--- src/rtl/rv_imm_pkg.sv ---
// Shared constants for the RV32I immediate decode stage: format codes, opcodes, FSM states.
package rv_imm_pkg;

  localparam logic [2:0] IMM_I     = 3'b000;
  localparam logic [2:0] IMM_S     = 3'b001;
  localparam logic [2:0] IMM_B     = 3'b010;
  localparam logic [2:0] IMM_U     = 3'b011;
  localparam logic [2:0] IMM_J     = 3'b100;
  localparam logic [2:0] IMM_SHAMT = 3'b101;
  localparam logic [2:0] IMM_ZIMM  = 3'b110;
  localparam logic [2:0] IMM_NONE  = 3'b111;

  localparam logic [6:0] OPC_LOAD   = 7'b0000011;
  localparam logic [6:0] OPC_FENCE  = 7'b0001111;
  localparam logic [6:0] OPC_OP_IMM = 7'b0010011;
  localparam logic [6:0] OPC_AUIPC  = 7'b0010111;
  localparam logic [6:0] OPC_STORE  = 7'b0100011;
  localparam logic [6:0] OPC_OP     = 7'b0110011;
  localparam logic [6:0] OPC_LUI    = 7'b0110111;
  localparam logic [6:0] OPC_BRANCH = 7'b1100011;
  localparam logic [6:0] OPC_JALR   = 7'b1100111;
  localparam logic [6:0] OPC_JAL    = 7'b1101111;
  localparam logic [6:0] OPC_SYSTEM = 7'b1110011;

  typedef enum logic [1:0] {StEmpty, StOne, StTwo} state_e;

endpackage

--- src/rtl/imm_sel_decode.sv ---
// Classifies an RV32I opcode/funct3 into an immediate format code and an illegal flag.
module imm_sel_decode
  import rv_imm_pkg::*;
(
  input  logic [6:0] opcode,
  input  logic [2:0] funct3,
  output logic [2:0] imm_sel,
  output logic       illegal
);

  always_comb begin
    imm_sel = IMM_NONE;
    illegal = 1'b0;
    if (opcode[1:0] != 2'b11) begin
      illegal = 1'b1;
    end else begin
      case (opcode)
        OPC_OP_IMM: imm_sel = (funct3 == 3'b001 || funct3 == 3'b101) ? IMM_SHAMT : IMM_I;
        OPC_LOAD, OPC_JALR, OPC_FENCE: imm_sel = IMM_I;
        OPC_STORE:  imm_sel = IMM_S;
        OPC_BRANCH: imm_sel = IMM_B;
        OPC_LUI, OPC_AUIPC: imm_sel = IMM_U;
        OPC_JAL:    imm_sel = IMM_J;
        // CSR*I forms carry a 5-bit zero-extended immediate in rs1.
        OPC_SYSTEM: imm_sel = funct3[2] ? IMM_ZIMM : IMM_I;
        OPC_OP:     imm_sel = IMM_NONE;
        default:    illegal = 1'b1;
      endcase
    end
  end

endmodule

--- src/rtl/mux_8to1.sv ---
// Generic 8-input mux shared across the core datapath.
module Mux_8to1 #(
  parameter int unsigned W = 32
) (
  input  logic [W-1:0] a,
  input  logic [W-1:0] b,
  input  logic [W-1:0] c,
  input  logic [W-1:0] d,
  input  logic [W-1:0] e,
  input  logic [W-1:0] f,
  input  logic [W-1:0] g,
  input  logic [W-1:0] h,
  input  logic [2:0]   sel,
  output logic [W-1:0] y
);

  always_comb begin
    unique case (sel)
      3'd0:    y = a;
      3'd1:    y = b;
      3'd2:    y = c;
      3'd3:    y = d;
      3'd4:    y = e;
      3'd5:    y = f;
      3'd6:    y = g;
      default: y = h;
    endcase
  end

endmodule

--- src/rtl/imm_decode_stage.sv ---
// Decode front stage: forms the immediate from fetch input and buffers it in a 2-entry skid.
module imm_decode_stage
  import rv_imm_pkg::*;
#(
  parameter int unsigned XLEN = 32,
  parameter int unsigned PC_W = 32
) (
  input  logic            clk,
  input  logic            rst,
  input  logic            flush,
  input  logic            in_valid,
  output logic            in_ready,
  input  logic [31:0]     in_instr,
  input  logic [PC_W-1:0] in_pc,
  output logic            out_valid,
  input  logic            out_ready,
  output logic [31:0]     out_instr,
  output logic [PC_W-1:0] out_pc,
  output logic [XLEN-1:0] out_imm,
  output logic [2:0]      out_imm_sel,
  output logic            out_illegal
);

  logic [31:0]     i;
  logic [2:0]      dec_sel;
  logic            dec_illegal;
  logic [XLEN-1:0] dec_imm;
  logic [XLEN-1:0] imm_i, imm_s, imm_b, imm_u, imm_j, imm_shamt, imm_zimm, imm_none;

  assign i = in_instr;

  imm_sel_decode u_sel_decode (
    .opcode  (i[6:0]),
    .funct3  (i[14:12]),
    .imm_sel (dec_sel),
    .illegal (dec_illegal)
  );

  assign imm_i     = {{20{i[31]}}, i[31:20]};
  assign imm_s     = {{20{i[31]}}, i[31:25], i[11:7]};
  assign imm_b     = {{19{i[31]}}, i[31], i[7], i[30:25], i[11:8], 1'b0};
  assign imm_u     = {i[31:12], 12'b0};
  assign imm_j     = {{11{i[31]}}, i[31], i[19:12], i[20], i[30:21], 1'b0};
  assign imm_shamt = {27'b0, i[24:20]};
  assign imm_zimm  = {27'b0, i[19:15]};
  assign imm_none  = '0;

  Mux_8to1 #(.W(XLEN)) u_imm_mux (
    .a   (imm_i),
    .b   (imm_s),
    .c   (imm_b),
    .d   (imm_u),
    .e   (imm_j),
    .f   (imm_shamt),
    .g   (imm_zimm),
    .h   (imm_none),
    .sel (dec_sel),
    .y   (dec_imm)
  );

  state_e          state_q, state_d;
  logic            load_main_in, load_main_skid, load_skid;
  logic            in_fire, out_fire;

  logic [31:0]     skid_instr_q;
  logic [PC_W-1:0] skid_pc_q;
  logic [XLEN-1:0] skid_imm_q;
  logic [2:0]      skid_sel_q;
  logic            skid_illegal_q;

  assign in_ready  = (state_q != StTwo) & ~flush;
  assign out_valid = (state_q != StEmpty);
  assign in_fire   = in_valid & in_ready;
  assign out_fire  = out_valid & out_ready;

  always_comb begin
    state_d        = state_q;
    load_main_in   = 1'b0;
    load_main_skid = 1'b0;
    load_skid      = 1'b0;
    if (flush) begin
      state_d = StEmpty;
    end else begin
      unique case (state_q)
        StEmpty: begin
          if (in_fire) begin
            state_d      = StOne;
            load_main_in = 1'b1;
          end
        end
        StOne: begin
          if (in_fire && out_fire) begin
            load_main_in = 1'b1;
          end else if (in_fire) begin
            state_d   = StTwo;
            load_skid = 1'b1;
          end else if (out_fire) begin
            state_d = StEmpty;
          end
        end
        StTwo: begin
          if (out_fire) begin
            state_d        = StOne;
            load_main_skid = 1'b1;
          end
        end
        default: state_d = StEmpty;
      endcase
    end
  end

  always_ff @(posedge clk) begin
    if (rst) begin
      state_q        <= StEmpty;
      out_instr      <= '0;
      out_pc         <= '0;
      out_imm        <= '0;
      out_imm_sel    <= IMM_NONE;
      out_illegal    <= 1'b0;
      skid_instr_q   <= '0;
      skid_pc_q      <= '0;
      skid_imm_q     <= '0;
      skid_sel_q     <= IMM_NONE;
      skid_illegal_q <= 1'b0;
    end else begin
      state_q <= state_d;
      if (load_main_in) begin
        out_instr   <= in_instr;
        out_pc      <= in_pc;
        out_imm     <= dec_imm;
        out_imm_sel <= dec_sel;
        out_illegal <= dec_illegal;
      end else if (load_main_skid) begin
        out_instr   <= skid_instr_q;
        out_pc      <= skid_pc_q;
        out_imm     <= skid_imm_q;
        out_imm_sel <= skid_sel_q;
        out_illegal <= skid_illegal_q;
      end
      if (load_skid) begin
        skid_instr_q   <= in_instr;
        skid_pc_q      <= in_pc;
        skid_imm_q     <= dec_imm;
        skid_sel_q     <= dec_sel;
        skid_illegal_q <= dec_illegal;
      end
    end
  end

endmodule

--- config.mk ---
export PLATFORM = sky130hd
export DESIGN_NAME = imm_decode_stage
export DESIGN_NICKNAME = d
export VERILOG_FILES = /design/src/rtl/rv_imm_pkg.sv /design/src/rtl/imm_sel_decode.sv /design/src/rtl/mux_8to1.sv /design/src/rtl/imm_decode_stage.sv
export SDC_FILE = /design/constraint.sdc
export NUM_CORES = 1
export LEC_CHECK = 0
export CORE_MARGIN = 8
export CORE_UTILIZATION = 51
export CTS_CLUSTER_DIAMETER = 80
export CTS_CLUSTER_SIZE = 12
export DETAILED_ROUTE_END_ITERATION = 7
export PLACE_DENSITY = 0.88
export SLEW_MARGIN = 20
export SYNTH_ARGS = -nofsm -noshare
export SYNTH_HDL_FRONTEND = slang
export SYNTH_SLANG_ARGS = --single-unit
--- constraint.sdc ---
create_clock -name clk -period 2.32 [get_ports clk]
set_input_delay 0.464 -clock clk [delete_from_list [all_inputs] [get_ports clk]]
set_output_delay 0.464 -clock clk [all_outputs]
set_load 0.05 [all_outputs]
# After elaboration in Yosys (flattened, before gate mapping)

Index checks and enable logic that the tools add are counted.
W data, S select, Z words.

Input bits: 69
Register bits after elaboration: 202

Reduce and logical (&&, ||, !) cells: 11
Equal/unequal tests: 27
Multiplexer cells: 33
Bitwise logic cells: 4

Operators with widths:

| kind                 | number |
|---|---|
| $pmux W32 S7         | 1 |
| $mux W32             | 6 |
| $eq A7 B7 Y1 const B | 4 |
| $eq A7 B6 Y1 const B | 3 |
| $pmux W3 S7          | 1 |
| $mux W3              | 5 |
| $eq A7 B5 Y1 const B | 2 |
| $mux W1              | 13 |
| $eq A3 B3 Y1 const B | 4 |
| $reduce_or A11 Y1    | 1 |
| $mux W2              | 5 |
| $ne A2 B2 Y1 const B | 5 |
| $eq A7 B2 Y1 const B | 1 |
| $eq A7 B4 Y1 const B | 1 |
| $eq A3 B1 Y1 const B | 2 |
| $eq A3 B2 Y1 const B | 2 |
| $pmux W2 S3          | 1 |
| $reduce_and A4 Y1    | 1 |
| $reduce_bool A2 Y1   | 2 |
| $reduce_or A2 Y1     | 2 |
| $and A1 B1 Y1        | 3 |
| $logic_not A3 Y1     | 1 |
| $ne A3 B3 Y1 const B | 1 |
| $reduce_or A3 Y1     | 1 |
| 7 further kinds      | 7 |

# Longest topological paths before layout

Depth in word-level cells: 8
Depth in mapped cells: 8
Depth with buffers taken out: 5

# Hierarchy

From an unflattened synthesis, not the netlist that was laid out.

Cells, all modules: 1374
Area, all modules: 11487.3 um^2

By module, submodules not included:

| module           | times used | cells each | sequential area each (um^2) | area each (um^2) |
|---|---|---|---|---|
| imm_decode_stage | 1          | 1045       | 4043.9                      | 9318.9 |
| Mux_8to1         | 1          | 294        | 0.0                         | 1936.9 |
| imm_sel_decode   | 1          | 35         | 0.0                         | 231.5 |

# Least setup slack after synthesis

No wires, ideal clock.

Path kind: input to register
Start: input in_instr[5]
End: register skid_imm_q[22]
Path slack: 0.363 ns
Path buffers: 2
Library setup time: 0.145 ns
Data arrival time: 1.812 ns
Cell stages on the path: 7
Cells stage by stage: buf_4 > nor4b_1 > o21ai_1 > a2111o_2 > nand4_2 > buf_8 > a211oi_2

Word-level cells in the longest chain between the ends: 6

RTL lines:

| item                                                 | RTL line                | RTL |
|---|---|---|
| start, declared                                      | imm_decode_stage.sv:13  | `input logic [31:0] in_instr,` |
| $eq A7 B2 Y1 (tied with other cells)                 | imm_sel_decode.sv:17    | `case (opcode)` |
| $reduce_or A3 Y1 or $reduce_or A2 Y1 (tied branches) | --                      |  |
| $pmux W3 S7 *                                        | imm_sel_decode.sv:17    |  |
| $mux W3 *                                            | imm_sel_decode.sv:14    | `if (opcode[1:0] != 2'b11) begin` |
| $eq A3 B3 Y1 (tied with other cells)                 | mux_8to1.sv:18          | `unique case (sel)` |
| $pmux W32 S7 *                                       | mux_8to1.sv:18          |  |
| end signal, assigned                                 | imm_decode_stage.sv:143 | `skid_imm_q <= dec_imm;` |
| end, declared                                        | imm_decode_stage.sv:67  | `logic [XLEN-1:0] skid_imm_q;` |

Every way passes the cells marked *; elsewhere a longest branch is shown, timed or not.
A chain may end at the register's enable or synchronous reset.

# Worst setup path after layout

Start: register out_illegal
End: output out_illegal

RTL lines:

| item                   | RTL line                | RTL |
|---|---|---|
| start, declared        | imm_decode_stage.sv:21  | `output logic out_illegal` |
| start signal, assigned | imm_decode_stage.sv:132 | `out_illegal <= dec_illegal;` |
| start signal, assigned | imm_decode_stage.sv:138 | `out_illegal <= skid_illegal_q;` |

No word-level cell between the ends.

==> out/results.txt <==
delay-heaviest family, CP -> buffers and inverters
Reg area -> 4040 µm²
final period utilization -> 94.8%
total global routing overflow -> 0
CTS tree -> done
Critical Path RT -> 1.86 ns
Fin. Hold Viols -> 0
net switching fraction of the power -> 25.9%
worst slew pin tran -> 0.596 ns
Synth top cells by count -> 231 x nand2_1, 202 x dfxtp_1, 173 x a21oi_1, 64 x a22oi_1, 53 x clkbuf_1
Pwr Density -> 656 nW/µm²
Syn Nets -> 1091
fill count -> 1332
Netlist cell types -> 67
CTS Root Cell -> clkbuf_16
largest net degree at the start of global routing -> 72
area of the die -> 20800 µm²
cts bufs inserted -> 20
CP endpoint kind -> output pin
slew margin rel. -> 60.3%
Clk Latency, worst-skew pair -> 0.49 ns
Multi-input gate area -> 3950 µm²
gpl congestion -> 0.928
H-tree levels -> 1
sum of negative setup slack -> 0 ns
register bit count reported by yosys -> 202
Max clock buf depth -> 3
crit path cell chain -> clkdlybuf4s50_1
I/O Pins -> 171
Combinational Power Share -> 13.6%
layout net count -> 1263
Fin Clk Skew -> 0.0114 ns
number of DRC markers in iteration 0 -> 795
routed wire length -> 26000 µm
die height -> 144 µm
Clock power frac -> 37.8%
CP max FO -> 2
RSZ-0062 raised after global routing -> false
crit start category -> flip-flop
Core Footprint -> 16300 µm²
final setup vio count -> 0
Peak VDD IR -> 0.501 mV
Final min period -> 2.20 ns
top-count cell post-synth -> nand2_1
sequential area share after synthesis -> 48.1%
share of total power in sequential cells -> 48.6%
vias in the first global route -> 8210
Slowest-stage cell, CP -> clkdlybuf4s50_1
async set-reset flop share out of synthesis -> 0%
Crit Path Class -> reg -> out
Tightest Hold Check Type -> reg -> reg
clock-pin slew on the worst setup and hold paths -> 0.06 ns
Initial Util -> 51.4%
Most used DFF post-synth -> dfxtp_1
via count -> 8315
area leader, netlist -> dfxtp_1
top cell type's share of synthesized area -> 48.1%
mapped cell area -> 8400 µm²
Final HPWL DP -> 17600 µm
DR pass1 iterations -> 7
GRT Total Usage -> 24.5%
clk sinks -> 202
worst path bufs/invs -> 1
highest clock rate -> 454 MHz
synth warn -> 0
Final ANT Viol Nets -> 0
critical path arrival -> 1.74 ns
Chip Width -> 144 µm
ranking of synthesized cells by area -> dfxtp_1 48%, nand2_1 10%, a21oi_1 10%
Leakage -> 3.81 nW
placed inst area -> 10700 µm²
maximum capacitance violations -> 0
Post-synth EDFFs -> 0
NetSw -> 1.91 mW
post-CTS setup buffer count -> 0
P&R area growth vs syn -> 34.2%
Residual DRC -> 0
IO buf count -> 170
post-route cell area -> 11300 µm²
syn avg cell area -> 8.22 µm²
Final Slew Violations -> 0
run status -> complete, no violations
Worst path max stage delay -> 0.84 ns
first-pass GRT wire length -> 41600 µm
WL/cell -> 18.4 µm
initial antenna violation count -> 0
Inserted Diodes -> 0
internal power -> 5.48 mW
routed vias/inst -> 5.88
layout cells sized above 1 -> 10.7%
row count -> 47
Gate Count Post-Synth -> 1022
==> stage by stage <==
step	instances	total power, mW	utilization, %	setup slack, ns	hold slack [ns]
after floorplan	1022	4.20	-	0.363	0.437
after global routing	1415	7.64	68.9	0.0326	0.468
after CTS	1415	7.43	68.9	0.130	0.438
after detailed placement	1392	4.66	65.7	-0.330	0.446
after global placement	1392	4.65	65.7	-0.268	0.442
final	1415	7.40	68.9	0.120	0.452
==> placed cells by master, fill, tap and decap left out, types with 20 or more instances in the layout <==
cell and instances:
dfxtp_1 202, o21ai_0 36, nor2_1 38, a21oi_1 172, nand2_1 231, a22oi_1 64
buf_4 61, clkbuf_16 20, clkdlybuf4s50_1 167
==> final timing paths <==
kind                    start           to  slack [ns]  depth (start not counted)
setup reg to reg   state_q[1]  out_imm[23]        0.40                          7
hold reg to reg     out_pc[1]    out_pc[1]        0.45                          2
hold / removal      out_pc[1]    out_pc[1]        0.45                          2
setup / recovery  out_illegal  out_illegal        0.12                          1
==> cells by family (layout without fill, tap and decap cells) <==
group	after synthesis	in the layout	synth area share, %
AO/OA/AOI/OAI	366	366	27.7
AND/OR/NAND/NOR	351	351	18.6
flip-flops	202	202	48.1
buffers and inverters	102	275	5.39
multiplexers	1	1	0.119
==> registers in the layout (all words and copies together), names as in the netlist <==
register / flops
skid_illegal_q: 1
out_imm_sel: 3
out_instr: 32
skid_instr_q: 32
out_pc: 32
skid_imm_q: 32
out_imm: 32
skid_pc_q: 32
state_q: 2
skid_sel_q: 3
out_illegal: 1
==> final cells by class <==
cell class              count  area share [%]
clock inverters             1           0.144
flip-flops and latches    202            35.9
inverters                   7           0.233
well taps                 220            2.44
repair buffers            245            21.7
multi-input cells         718            35.1
clock buffers              22            4.51
==> layer usage <==
| metal | vias up | global-route usage (%) | wire length, µm |
|---|---|---|---|
| met5 | - | 0 | 0 |
| met4 | 0 | 8.43 | 597 |
| met3 | 42 | 4.36 | 2240 |
| met2 | 378 | 41.1 | 12400 |
| met1 | 3937 | 31.0 | 10700 |
| li1 | 3958 | - | - |
==> power groups by stage <==
stage	registers [mW]	logic, mW	clock network [mW]
after floorplan	3.87	0.333	0
after global placement	3.66	0.988	0
after detailed placement	3.67	0.997	0
after CTS	3.59	1.00	2.84
after global routing	3.60	1.06	2.98
final	3.59	1.01	2.80
==> what timing repair did <==
item	4_1_cts	5_1_grt
hold buffers	0	0
setup endpoints to repair	1	1
resized for setup	1	1
Note: power is estimated with default switching activity, not from simulation.
